`config.mk`:
```
export PLATFORM = sky130hd
export DESIGN_NAME = alu_cmd_capture
export DESIGN_NICKNAME = d
export VERILOG_FILES = /design/src/rtl/alu_cmd_capture_pkg.sv /design/src/rtl/alu_cmd_capture_btn_debounce.sv /design/src/rtl/alu_cmd_capture.sv
export SDC_FILE = /design/constraint.sdc
export NUM_CORES = 1
export LEC_CHECK = 0
export ABC_AREA = 1
export ABC_CLOCK_PERIOD_IN_PS = 9300
export BUFFER_PORTS_ARGS = -buffer_cell sky130_fd_sc_hd__buf_2
export CAP_MARGIN = 20
export CORE_UTILIZATION = 60
export DETAILED_ROUTE_END_ITERATION = 16
export GPL_ROUTABILITY_DRIVEN = 0
export GPL_TIMING_DRIVEN = 0
export PLACE_DENSITY = 0.79
export SLEW_MARGIN = 20
export SYNTH_ARGS = -nofsm -noshare
export SYNTH_HDL_FRONTEND = slang
export SYNTH_SLANG_ARGS = --single-unit
```
`constraint.sdc`:
```
create_clock -name clk -period 9.3 [get_ports clk]
set_clock_uncertainty 0.05 [all_clocks]
set_input_delay 0.465 -clock clk [delete_from_list [all_inputs] [get_ports clk]]
set_output_delay 0.465 -clock clk [all_outputs]
set_load 0.02 [all_outputs]
```
`src/rtl/alu_cmd_capture_pkg.sv`:
```
// Shared constants for the ALU command capture front-end: one-hot op codes,
// button lane indices and the board-clock debounce default.
package alu_cmd_capture_pkg;

    localparam int unsigned DEBOUNCE_DEFAULT = 32'd1000000;
    localparam int unsigned CNT_W_DEFAULT    = 32'd20;

    localparam logic [3:0] OP_ADD = 4'b0001;
    localparam logic [3:0] OP_SUB = 4'b0010;
    localparam logic [3:0] OP_AND = 4'b0100;
    localparam logic [3:0] OP_XOR = 4'b1000;

    // Lane index equals the op_sel bit the button drives.
    localparam int unsigned BTN_ADD = 32'd0;
    localparam int unsigned BTN_SUB = 32'd1;
    localparam int unsigned BTN_AND = 32'd2;
    localparam int unsigned BTN_XOR = 32'd3;
    localparam int unsigned BTN_NUM = 32'd4;

    // Board wiring puts the lowest pin at the operand MSB.
    function automatic logic [3:0] rev4(input logic [3:0] v);
        return {v[0], v[1], v[2], v[3]};
    endfunction

endpackage

```
`src/rtl/alu_cmd_capture_btn_debounce.sv`:
```
// One button lane: 2-flop synchroniser, debounce counter, stable level and
// a single-cycle pulse on each accepted 0->1 transition.
module btn_debounce
    import alu_cmd_capture_pkg::*;
#(
    parameter int unsigned DEBOUNCE_CYCLES = DEBOUNCE_DEFAULT,
    parameter int unsigned CNT_W           = CNT_W_DEFAULT
) (
    input  logic clk,
    input  logic rst,
    input  logic btn,
    output logic level,
    output logic rise
);

    localparam logic [CNT_W-1:0] CNT_LAST = CNT_W'(DEBOUNCE_CYCLES - 32'd1);

    logic [1:0]       sync_r;
    logic             stable_r;
    logic             stable_d_r;
    logic [CNT_W-1:0] cnt_r;
    logic             raw_s;

    assign raw_s = sync_r[1];

    // Synchronise, then accept a new level only after it persists long enough.
    always_ff @(posedge clk or posedge rst) begin
        if (rst) begin
            sync_r     <= 2'b00;
            stable_r   <= 1'b0;
            stable_d_r <= 1'b0;
            cnt_r      <= {CNT_W{1'b0}};
        end else begin
            sync_r     <= {sync_r[0], btn};
            stable_d_r <= stable_r;
            if (raw_s == stable_r) begin
                cnt_r <= {CNT_W{1'b0}};
            end else if (cnt_r == CNT_LAST) begin
                stable_r <= raw_s;
                cnt_r    <= {CNT_W{1'b0}};
            end else begin
                cnt_r <= cnt_r + CNT_W'(1);
            end
        end
    end

    assign level = stable_r;
    assign rise  = stable_r & ~stable_d_r;

endmodule

```
`src/rtl/alu_cmd_capture.sv`:
```
// Front-end for the 4-bit ALU: debounces the op buttons and, on each press,
// latches a one-hot op select plus a snapshot of the switch operands.
module alu_cmd_capture
    import alu_cmd_capture_pkg::*;
#(
    parameter int unsigned DEBOUNCE_CYCLES = DEBOUNCE_DEFAULT,
    parameter int unsigned CNT_W           = CNT_W_DEFAULT
) (
    input  logic       clk,
    input  logic       rst,
    input  logic [7:0] sw_pin,
    input  logic [7:0] dip_pin,
    input  logic       btn_0,
    input  logic       btn_1,
    input  logic       btn_3,
    input  logic       btn_4,
    output logic [3:0] op_sel,
    output logic [3:0] opnd_a,
    output logic [3:0] opnd_b,
    output logic [3:0] opnd_c,
    output logic [3:0] opnd_d,
    output logic       op_valid,
    output logic [3:0] btn_state
);

    logic [BTN_NUM-1:0] btn_raw_s;
    logic [BTN_NUM-1:0] level_s;
    logic [BTN_NUM-1:0] rise_s;
    logic [3:0]         sel_s;
    logic [7:0]         sw_meta_r;
    logic [7:0]         sw_sync_r;
    logic [7:0]         dip_meta_r;
    logic [7:0]         dip_sync_r;

    assign btn_raw_s = {btn_0, btn_3, btn_1, btn_4};

    for (genvar i = 0; i < BTN_NUM; i++) begin : g_btn
        btn_debounce #(
            .DEBOUNCE_CYCLES(DEBOUNCE_CYCLES),
            .CNT_W          (CNT_W)
        ) u_debounce (
            .clk  (clk),
            .rst  (rst),
            .btn  (btn_raw_s[i]),
            .level(level_s[i]),
            .rise (rise_s[i])
        );
    end

    assign btn_state = level_s;

    // Fixed priority when several presses are accepted in the same cycle.
    always_comb begin
        sel_s = 4'b0000;
        if (rise_s[BTN_XOR]) begin
            sel_s = OP_XOR;
        end else if (rise_s[BTN_AND]) begin
            sel_s = OP_AND;
        end else if (rise_s[BTN_SUB]) begin
            sel_s = OP_SUB;
        end else if (rise_s[BTN_ADD]) begin
            sel_s = OP_ADD;
        end else begin
            sel_s = 4'b0000;
        end
    end

    // Switch synchronisers and the press-triggered op/operand snapshot.
    always_ff @(posedge clk or posedge rst) begin
        if (rst) begin
            sw_meta_r  <= 8'h00;
            sw_sync_r  <= 8'h00;
            dip_meta_r <= 8'h00;
            dip_sync_r <= 8'h00;
            op_sel     <= 4'b0000;
            opnd_a     <= 4'b0000;
            opnd_b     <= 4'b0000;
            opnd_c     <= 4'b0000;
            opnd_d     <= 4'b0000;
            op_valid   <= 1'b0;
        end else begin
            sw_meta_r  <= sw_pin;
            sw_sync_r  <= sw_meta_r;
            dip_meta_r <= dip_pin;
            dip_sync_r <= dip_meta_r;
            if (|rise_s) begin
                op_sel   <= sel_s;
                opnd_a   <= rev4(sw_sync_r[3:0]);
                opnd_b   <= rev4(sw_sync_r[7:4]);
                opnd_c   <= rev4(dip_sync_r[3:0]);
                opnd_d   <= rev4(dip_sync_r[7:4]);
                op_valid <= 1'b1;
            end else begin
                op_valid <= 1'b0;
            end
        end
    end

endmodule

```
==> results of run 1 <==
-- cells by family after synthesis --
group	count (synthesis)
and+or+nand+nor	429
DFF	149
buffers and inverters	80
xor gates and xnor gates	46
AOI/OAI and AO/OA	27
adders and majority gates	4
-- metal layers --
| metal | global-route usage, % | share of wire [%] |
|---|---|---|
| met2 | 43.9 | 51 |
| met5 | 0 | 0 |
| met1 | 33.4 | 42 |
| met3 | 6.63 | 5.4 |
| met4 | 9.59 | 2.3 |
-- state kept, by name, indices dropped and copies added, names as in the netlist, 8 cells and up --
signal                   count
sw_meta_r                    8
sw_sync_r                    8
dip_meta_r                   8
g_btn.u_debounce.sync_r      8
dip_sync_r                   8
g_btn.u_debounce.cnt_r      80
-- worst paths after layout --
path	slack, ns	cells after the start	end
max reg2reg	7.65	8	g_btn[3].u_debounce.cnt_r[9]
min in group asynchronous	0.40	3	g_btn[3].u_debounce.cnt_r[18]
max in group asynchronous	8.00	4	g_btn[1].u_debounce.cnt_r[2]
max	7.43	2	btn_state[0]
min	0.30	0	dip_sync_r[3]
min reg2reg	0.30	0	dip_sync_r[3]
-- cells in the final DEF (no fill, tap or decap), drive strengths merged --
cell type	instances
a21oi	16
a31oi	1
buf	53
bufinv	2
clkbuf	20
clkinv	2
clkinvlp	4
dfrtp	149
dlygate4sd3	21
ha	4
inv	78
nand2	168
nand3	70
nand3b	2
nand4	6
nor2	167
nor3	11
nor3b	1
nor4	1
o21ai	10
or2	3
xnor2	17
xor2	29
-- power groups by stage --
stage          combinational (mW)  sequential (mW)  clock, mW
2_1_floorplan              0.0236            0.678          0
3_3_place_gp               0.0334            0.679          0
3_5_place_dp               0.0368            0.680          0
4_1_cts                    0.0437            0.668      0.682
5_1_grt                    0.0492            0.669      0.712
6_report                   0.0427            0.668      0.675
-- final cells by class --
type,instances,area [um2],share of cell area (%)
tap,136,170,2.18
multi-input combinational,506,2500,32.1
sequential,149,3730,47.8
inverter,74,288,3.69
timing repair buffer,68,468,6.00
buffer,6,52.6,0.674
clock buffer,20,445,5.71
clock inverter,12,143,1.83
-- what timing repair did --
item / 4_1_cts / 5_1_grt
hold buffers: 21 / 0
hold endpoints to repair: 55 / 0
setup endpoints to repair: 0 / 0
gates resized for setup: 0 / 0
-- worst max-delay path: stages (launching register included) --
cell     delay, ns
dfrtp_1       0.51
buf_4         0.16
buf_2         0.15
-- metrics by stage --
step | std cells | instance area (um2) | util [%] | hold WS [ns] | power (mW)
2_1_floorplan | 735 | 6560 | - | 0.281 | 0.702
3_3_place_gp | 917 | 6960 | 66.6 | 0.283 | 0.713
3_5_place_dp | 918 | 7000 | 66.9 | 0.286 | 0.717
4_1_cts | 971 | 7800 | 74.5 | 0.302 | 1.39
5_1_grt | 971 | 7800 | 74.5 | 0.301 | 1.43
6_report | 971 | 7800 | 74.5 | 0.298 | 1.39
==> summary.md, run 1 <==
| Metric | Value |
|---|---|
| Outcome | `finished clean` |
| Unique masters post-synth | `31` |
| Die Ht | `107 um` |
| Max Cap Violations | `0` |
| Layout cells sized above 1 | `15.1%` |
| CTS HTree Levels | `4` |
| Mapped Area | `6560 um2` |
| Worst slack at placement | `7.67 ns` |
| # setup viols final | `0` |
| Main combinational cell family by area after synthesis | `simple AND/OR/NAND/NOR gates` |
| Post-synth top area share | `56.8%` |
| Largest net degree at the start of global routing | `115` |
| Critical path class | `register to primary output` |
| Routed vias/inst | `5.25` |
| Fill cells | `727` |
| Drt wl/cell | `13.9 um` |
| RSZ-0062 raised after global routing | `false` |
| Overall fraction of global-route tracks in use | `26.3%` |
| XOR/XNOR Fraction of Synth Area | `6.48%` |
| Comb power frac | `3.1%` |
| GRT Residual Overflow | `0` |
| Critical path capture point type | `primary output` |
| TritonRoute pass-1 iters | `8` |
| Most common cell in the synthesized netlist | `nand2_1` |
| Antenna viol nets, final | `0` |
| Synth Flop Type | `dfrtp_1` |
| Post-synthesis compound-gate area fraction | `2.08%` |
| Hold wc startpoint | `dip_meta_r[3]` |
| Area share of fa/ha/maj cells after synthesis | `0.763%` |
| Core Area | `10500 um2` |
| Leak | `3.70 nW` |
| Flop pwr share | `48.2%` |
| Synth Register Bits | `149` |
| Final nets | `848` |
| Max Clock Freq | `534 MHz` |
| TNS Setup | `0 ns` |
| Power share of the clock group | `48.7%` |
| CTS tree | `done` |
| Yosys top cell by area | `dfrtp_1` |
| Vias in the first global route | `5056` |
| IO buf count | `46` |
| Sink Count | `149` |
| Int Pwr | `1.08 mW` |
| Psw | `0.307 mW` |
| Rel. slew slack | `60.7%` |
| Synth Area in Simple Gates | `28.8%` |
| Final Max Slew Viols | `0` |
| Initial Util | `62.7%` |
| Worst path arrival time | `1.36 ns` |
| Area growth, synth to finish | `18.8%` |
| Mean Syn Cell Area | `8.93 um2` |
| Net Count, Synth | `761` |
| Detailed Route WL | `13500 um` |
| First-pass GRT wire length | `23100 um` |
| Critical path peak fanout | `6` |
| Reg clk slew, reported paths | `0.06 ns` |
| Yosys warns | `0` |
| Clock buffer depth | `2` |
| DRC Markers | `0` |
| Die Area | `11400 um2` |
| Top cells by count, synth | `159 x nand2_1, 154 x nor2_1, 149 x dfrtp_1` |
| Period Utilization, post-route | `20.1%` |
| Site Rows | `37` |
| Vias | `5100` |
| Seq/Total Area, Yosys | `56.8%` |
| Hold Crit Class | `register to register` |
| Crit. Startpoint | `g_btn[0].u_debounce.level` |
| Maximum vdd ir drop | `0.000243 V` |
| Synth area leaders | `dfrtp_1 57%, nand2_1 9.1%, nor2_1 8.8%` |
| Pwr/cell area | `178 nW/um2` |
| Post-synth EDFFs | `0` |
| DRT iter0 DRCs | `412` |
| CTS Root Buffer Type | `clkbuf_8` |
| Total CTS buffers | `17` |
| Post-synthesis mux area share | `0%` |
| Switching part of the total | `22.2%` |
| Slew @ Worst Pin | `0.587 ns` |
| Post-DP HPWL | `8920 um` |
| Post-Syn Instances | `735` |
| Clk_lat worst skew | `0.54 ns` |
| DIE WIDTH | `107 um` |
| Diode count | `0` |
| Worst endpoint required time | `8.79 ns` |
| Final number of hold-violating endpoints | `0` |
| Critical path startpoint category | `register` |
| Post-CTS Setup Inserts | `0` |
| Startpoint of the worst register-to-register path | `g_btn[3].u_debounce.cnt_r[0]` |
| Post-layout min period | `1.87 ns` |
| Asr flop ratio synth | `100%` |
| Number of I/O pins | `47` |
| Initial antenna violation count | `0` |
| Final setup margin | `7.43 ns` |
No activity file was read; power rests on OpenSTA's default activity.
==> run 2, diff against run 1 <==
--- a/config.mk
+++ b/config.mk
@@ -6,7 +6,7 @@
 export NUM_CORES = 1
 export LEC_CHECK = 0
 export ABC_AREA = 1
-export ABC_CLOCK_PERIOD_IN_PS = 9300
+export ABC_CLOCK_PERIOD_IN_PS = 1800
 export BUFFER_PORTS_ARGS = -buffer_cell sky130_fd_sc_hd__buf_2
 export CAP_MARGIN = 20
 export CORE_UTILIZATION = 60
==> constraint.sdc (replaced) <==
create_clock -name clk -period 1.8 [get_ports clk]
set_clock_uncertainty 0.05 [all_clocks]
set_input_delay 0.09 -clock clk [delete_from_list [all_inputs] [get_ports clk]]
set_output_delay 0.09 -clock clk [all_outputs]
set_load 0.02 [all_outputs]
==> run 2 against run 1 <==
Net effect: via count increased by 0.98%; clock-buffer cell count decreased by 1; setup slack got worse by 7.3 ns; sequential power increased to 5.2 times the previous value; combinational power increased to 5.6 times the previous value; sequential share of layout area decreased by 0.46 points; clock power increased to 5.4 times the previous value.
==> summary.md, run 2 (synthesized netlist as in run 1, its figures left out) <==
| Metric | Value |
|---|---|
| Layout cells sized above 1 | `15.5% (+0.42 points)` |
| Most common cell after layout, fill and taps aside | `nand2_1` |
| Maximum vdd ir drop | `0.00105 V (+330%)` |
| Final nets | `851 (+0.35%)` |
| Area growth, synth to finish | `19.9%` |
| Hold Crit Class | `primary input to register` |
| Initial antenna violation count | `0 (unchanged)` |
| R2R cell count | `7 (-1)` |
| Hold path cells | `2 (+2)` |
| DIE WIDTH | `107 um (unchanged)` |
| Vias | `5150 (+0.98%)` |
| RSZ-0062 raised after global routing | `false` |
| CTS HTree Levels | `4 (unchanged)` |
| Critical path peak fanout | `4 (-2)` |
| Period Utilization, post-route | `92.9%` |
| TritonRoute pass-1 iters | `5 (-3)` |
| Max Cap Violations | `0 (unchanged)` |
| Pwr Total | `7.33 mW (+430%)` |
| Total CTS buffers | `17 (unchanged)` |
| Site Rows | `37 (unchanged)` |
| R2r setup slk | `0.13 ns (-7.52 ns)` |
| Hold worst-path end | `dip_meta_r[0]` |
| Diode count | `0 (unchanged)` |
| Final number of hold-violating endpoints | `0 (unchanged)` |
| CTS Root Buffer Type | `clkbuf_8` |
| GRT Residual Overflow | `0 (unchanged)` |
| Placed instance area | `7050 um2 (+0.70%)` |
| Largest register FFs | `80 (unchanged)` |
| CTS tree | `done` |
| IO buf count | `46 (unchanged)` |
| Startpoint of the worst register-to-register path | `g_btn[2].u_debounce.cnt_r[0]` |
| Reg clk slew, reported paths | `0.06 ns (about the same)` |
| Core Area | `10500 um2 (unchanged)` |
| Final Max Slew Viols | `0 (unchanged)` |
| Critical path class | `register to register` |
| Max Clock Freq | `598 MHz` |
| # setup viols final | `0 (unchanged)` |
| Rel. slew slack | `54.0% (-6.7 points)` |
| Final instance area | `7870 um2 (+0.96%)` |
| Outcome | `finished clean` |
| Hold wc startpoint | `dip_pin[0]` |
| Initial Util | `62.7% (unchanged)` |
| Most frequent cells in the layout | `159 x nand2_1, 153 x nor2_1, 149 x dfrtp_1, 67 x inv_1, 64 x nand3_1` |
| Sink Count | `149 (unchanged)` |
| Drt wl/cell | `14.8 um (+7.0%)` |
| Post-DP HPWL | `9380 um (+5.2%)` |
| Post-layout min period | `1.67 ns` |
| Critical path startpoint category | `register` |
| TNS Setup | `0 ns (unchanged)` |
| Leak | `3.74 nW (+1.0%)` |
| Die Area | `11400 um2 (unchanged)` |
| Detailed Route WL | `14400 um (+7.4%)` |
| Worst path arrival time | `2.08 ns (+0.72 ns)` |
| Vias in the first global route | `5299 (+4.8%)` |
| Number of I/O pins | `47 (unchanged)` |
| Biggest register | `g_btn.u_debounce.cnt_r` |
| DRT iter0 DRCs | `391 (-5.1%)` |
| Post-CTS Setup Inserts | `0 (unchanged)` |
| Overall fraction of global-route tracks in use | `27.8% (+1.5 points)` |
| First-pass GRT wire length | `24200 um (+4.8%)` |
| Pwr/cell area | `932 nW/um2 (+420%)` |
| Worst endpoint required time | `2.21 ns (-6.58 ns)` |
| Critical path capture point type | `register` |
| Die Ht | `107 um (unchanged)` |
| Routed vias/inst | `5.29 (+0.67%)` |
| DRC Markers | `0 (unchanged)` |
| Largest net degree at the start of global routing | `37 (-68%)` |
| Critical R2R Capture | `g_btn[2].u_debounce.cnt_r[16]` |
| Slew @ Worst Pin | `0.688 ns (+0.101 ns)` |
| Clk_lat worst skew | `0.53 ns (about the same)` |
| Clock buffer depth | `2 (unchanged)` |
| Antenna viol nets, final | `0 (unchanged)` |
[run 2: per-layer routing]
metal	vias to the layer above	part of all wire (%)	wire, um	global-route usage, %
met1	2473	43	6150	34.3
met5	-	0	0	0
met2	166	50	7230	47.0
met3	42	4.4	640	6.81
li1	2469	-	-	-
met4	0	2.9	419	11.7
[run 2: through the flow]
stage / worst slack [ns] / std cells / hold slack (ns) / utilization [%]
final: 0.129 / 974 / 0.143 / 75.2
after detailed placement: 0.206 / 921 / 0.149 / 67.4
after global placement: -0.974 / 917 / 0.147 / 66.6
after floorplan: -0.215 / 735 / 0.0714 / -
after CTS: 0.0941 / 974 / 0.125 / 75.2
after global routing: 0.0106 / 974 / 0.130 / 75.2
[run 2: final cells by class]
class	count	area, um2
flip-flops and latches	149	3730
fillers	715	2590
multi-input cells	506	2500
repair buffers	71	520
clock buffers	19	432
inverters	74	284
clock inverters	13	180
well taps	136	170
plain buffers	6	52.6
[run 2: how the worst max path moves through the flow]
stage,start,to
finish,g_btn[2].u_debounce.cnt_r[0],g_btn[2].u_debounce.cnt_r[16]
global route,g_btn[2].u_debounce.cnt_r[0],g_btn[2].u_debounce.cnt_r[16]
CTS,g_btn[2].u_debounce.cnt_r[0],g_btn[2].u_debounce.cnt_r[16]
detailed placement,g_btn[3].u_debounce.cnt_r[0],g_btn[3].u_debounce.cnt_r[9]
global placement,rst,sw_meta_r[6]
floorplan,rst,dip_meta_r[0]
[run 2: repair_timing]
item,4_1_cts,5_1_grt
endpoints found under the hold margin,48,0
resized for setup,0,2
setup endpoints to repair,0,8
hold buffers,21,0
[run 2: power breakdown]
part / switching [mW] / leakage, nW / total, mW / internal [mW]
logic: 0.143 / 1.47 / 0.239 / 0.0962
registers: 0.0354 / 1.98 / 3.45 / 3.42
clock network: 1.36 / 0.294 / 3.64 / 2.28
[run 2: worst max-delay path: stages (launching register included)]
cell and delay (ns):
dfrtp_1 0.37, ha_1 0.20, nand2_1 0.08, nor2_1 0.20, nand3_1 0.23, o21ai_1 0.22, nand3_1 0.13, nor2_1 0.11
==> run 3, diff against run 2 <==
--- a/config.mk
+++ b/config.mk
@@ -9,11 +9,10 @@
 export ABC_CLOCK_PERIOD_IN_PS = 1800
 export BUFFER_PORTS_ARGS = -buffer_cell sky130_fd_sc_hd__buf_2
 export CAP_MARGIN = 20
-export CORE_UTILIZATION = 60
+export CORE_UTILIZATION = 35
 export DETAILED_ROUTE_END_ITERATION = 16
 export GPL_ROUTABILITY_DRIVEN = 0
 export GPL_TIMING_DRIVEN = 0
-export PLACE_DENSITY = 0.79
 export SLEW_MARGIN = 20
 export SYNTH_ARGS = -nofsm -noshare
 export SYNTH_HDL_FRONTEND = slang
==> run 3 against run 2 <==
Net effect: cell area grew 2.4%; via count shrank 7.3%; sequential power is essentially flat; combinational power is essentially flat; clock-buffer cell count is the same; wire length shrank 9.3%; register-to-register slack gained 0.03 ns.
==> summary.md, run 3 (synthesized netlist as in run 1, its figures left out) <==
| Metric | Value |
|---|---|
| Slew @ Worst Pin | `0.616 ns (-0.0717 ns)` |
| DRT iter0 DRCs | `300 (-23%)` |
| Critical R2R Capture | `g_btn[2].u_debounce.cnt_r[9]` |
| Gates resized, CTS repair | `0 (unchanged)` |
| Util after Layout | `44.4% (-31 points)` |
| Antenna viol nets, final | `0 (unchanged)` |
| Clock buffer depth | `2 (unchanged)` |
| First-pass GRT wire length | `22600 um (-6.8%)` |
| Fin cells | `1068 (+9.7%)` |
| DRC Markers | `0 (unchanged)` |
| Power share of the clock group | `52.0% (+2.4 points)` |
| Die Ht | `139 um (+30%)` |
| Rel. slew slack | `58.8% (+4.7 points)` |
| Final nets | `852 (+0.12%)` |
| Vias in the first global route | `4831 (-8.8%)` |
| Pwr Total | `7.67 mW (+4.6%)` |
| Detailed Route WL | `13100 um (-9.3%)` |
| Core Area | `18100 um2 (+73%)` |
| Initial antenna violation count | `0 (unchanged)` |
| Max Cap Violations | `0 (unchanged)` |
| Vias | `4773 (-7.3%)` |
| Critical path peak fanout | `9 (+5)` |
| CTS Root Buffer Type | `clkbuf_16` |
| Sink Count | `149 (unchanged)` |
| Most frequent cells in the layout | `159 x nand2_1, 154 x nor2_1, 149 x dfrtp_1, 67 x inv_1, 64 x nand3_1` |
| R2r setup slk | `0.16 ns (+0.03 ns)` |
| Final number of hold-violating endpoints | `0 (unchanged)` |
| Flop pwr share | `44.9% (-2.2 points)` |
| Hold_buf cts | `21 (unchanged)` |
| Switching part of the total | `20.8% (-0.19 points)` |
| Total CTS buffers | `17 (unchanged)` |
| Pwr/cell area | `951 nW/um2 (+2.1%)` |
| CTS tree | `done` |
| Critical path capture point type | `register` |
| Maximum vdd ir drop | `0.000680 V (-35%)` |
| Initial Util | `36.2% (-27 points)` |
| Drt wl/cell | `12.3 um (-17%)` |
| RSZ-0062 raised after global routing | `false` |
| Max Clock Freq | `609 MHz (+1.7%)` |
| CTS HTree Levels | `4 (unchanged)` |
| Comb power frac | `3.1% (-0.2 points)` |
| Overall fraction of global-route tracks in use | `14.8% (-13 points)` |
| Critical path startpoint category | `register` |
| DIE WIDTH | `139 um (+30%)` |
| Crit path capture | `g_btn[2].u_debounce.cnt_r[9]` |
| Number of I/O pins | `47 (unchanged)` |
| Psw | `1.59 mW (+3.7%)` |
| Fill cells | `1761 (+150%)` |
| Hold Crit Class | `primary input to async pin` |
| Largest net degree at the start of global routing | `35 (-5.4%)` |
| Period Utilization, post-route | `91.3% (-1.6 points)` |
| GRT Residual Overflow | `0 (unchanged)` |
| Routed vias/inst | `4.47 (-15%)` |
| Area growth, synth to finish | `22.9%` |
| Outcome | `finished clean` |
| Post-DP HPWL | `9230 um (-1.6%)` |
| Worst endpoint required time | `2.04 ns (-0.17 ns)` |
| R2R cell count | `6 (-1)` |
| Leak | `3.79 nW (+1.1%)` |
| Critical path class | `register to register` |
| Diode count | `0 (unchanged)` |
| Worst path arrival time | `1.89 ns (-0.19 ns)` |
| Most common cell after layout, fill and taps aside | `nand2_1` |
| Post-layout min period | `1.64 ns (-0.0282 ns)` |
| Int Pwr | `6.08 mW (+4.9%)` |
| Clk_lat worst skew | `0.42 ns (-0.11 ns)` |
| TritonRoute pass-1 iters | `12 (+7)` |
| Startpoint of the worst register-to-register path | `g_btn[2].u_debounce.cnt_r[0]` |
| Crit. Startpoint | `g_btn[2].u_debounce.cnt_r[0]` |
| Biggest register | `g_btn.u_debounce.cnt_r` |
| IO buf count | `46 (unchanged)` |
| Final Max Slew Viols | `0 (unchanged)` |
| Die Area | `19300 um2 (+70%)` |
| Placed cell count | `1015 (+10%)` |
| Reg clk slew, reported paths | `0.06 ns (about the same)` |
| Min Hold Slack | `0.0677 ns (-0.0758 ns)` |
| Largest register FFs | `80 (unchanged)` |
| Layout cells sized above 1 | `15.6% (+0.10 points)` |
| # setup viols final | `0 (unchanged)` |
| Post-CTS Setup Inserts | `0 (unchanged)` |
| Site Rows | `49 (+32%)` |
-- run 3: cell type report --
cell class / count / area (um2) / area share [%]
well taps: 229 / 287 / 3.55
flip-flops and latches: 149 / 3730 / 46.2
clock buffers: 19 / 453 / 5.62
inverters: 74 / 284 / 3.52
clock inverters: 13 / 218 / 2.70
plain buffers: 6 / 52.6 / 0.652
multi-input cells: 506 / 2500 / 31.0
repair buffers: 72 / 541 / 6.70
-- run 3: how the worst min path moves through the flow --
stage / from / end / depth (start not counted)
6_report: rst / g_btn[2].u_debounce.sync_r[1] / 3
3_3_place_gp: sw_pin[4] / sw_meta_r[4] / 1
5_1_grt: rst / g_btn[2].u_debounce.sync_r[0] / 3
4_1_cts: rst / g_btn[2].u_debounce.sync_r[1] / 3
2_1_floorplan: dip_pin[0] / dip_meta_r[0] / 0
3_5_place_dp: rst / g_btn[2].u_debounce.sync_r[1] / 2
-- run 3: per-stage QoR --
step | setup TNS (ns) | setup slack (ns) | area (um2)
floorplan | -32.03 | -0.215 | 6570
global placement | -177.06 | -1.20 | 7080
detailed placement | 0 | 0.166 | 7180
CTS | 0 | 0.148 | 8060
global route | 0 | 0.0245 | 8060
finish | 0 | 0.157 | 8060
-- run 3: worst max-delay path, cell delays in order (launching register included) --
cell,delay [ns]
dfrtp_1,0.38
ha_1,0.20
nand3_1,0.16
nor2_4,0.18
nand3_2,0.22
nand2_1,0.25
nor2_1,0.08
-- run 3: power by group through the flow --
stage          Clock [mW]  Combinational, mW  Sequential [mW]
2_1_floorplan           0              0.123             3.50
6_report             3.99              0.237             3.45
3_3_place_gp            0              0.182             3.51
5_1_grt              4.24              0.275             3.45
3_5_place_dp            0              0.211             3.51
4_1_cts              4.10              0.246             3.45
-- run 3: layer usage --
metal  wire [um]  part of all wire (%)  vias to the layer above  GRT usage [%]
li1            -                     -                     2464              -
met4          76                  0.58                        0           5.50
met3         391                   3.0                        8           3.87
met1        6400                    49                     2239           19.2
met5           0                     0                        -              0
met2        6240                    48                       62           23.7
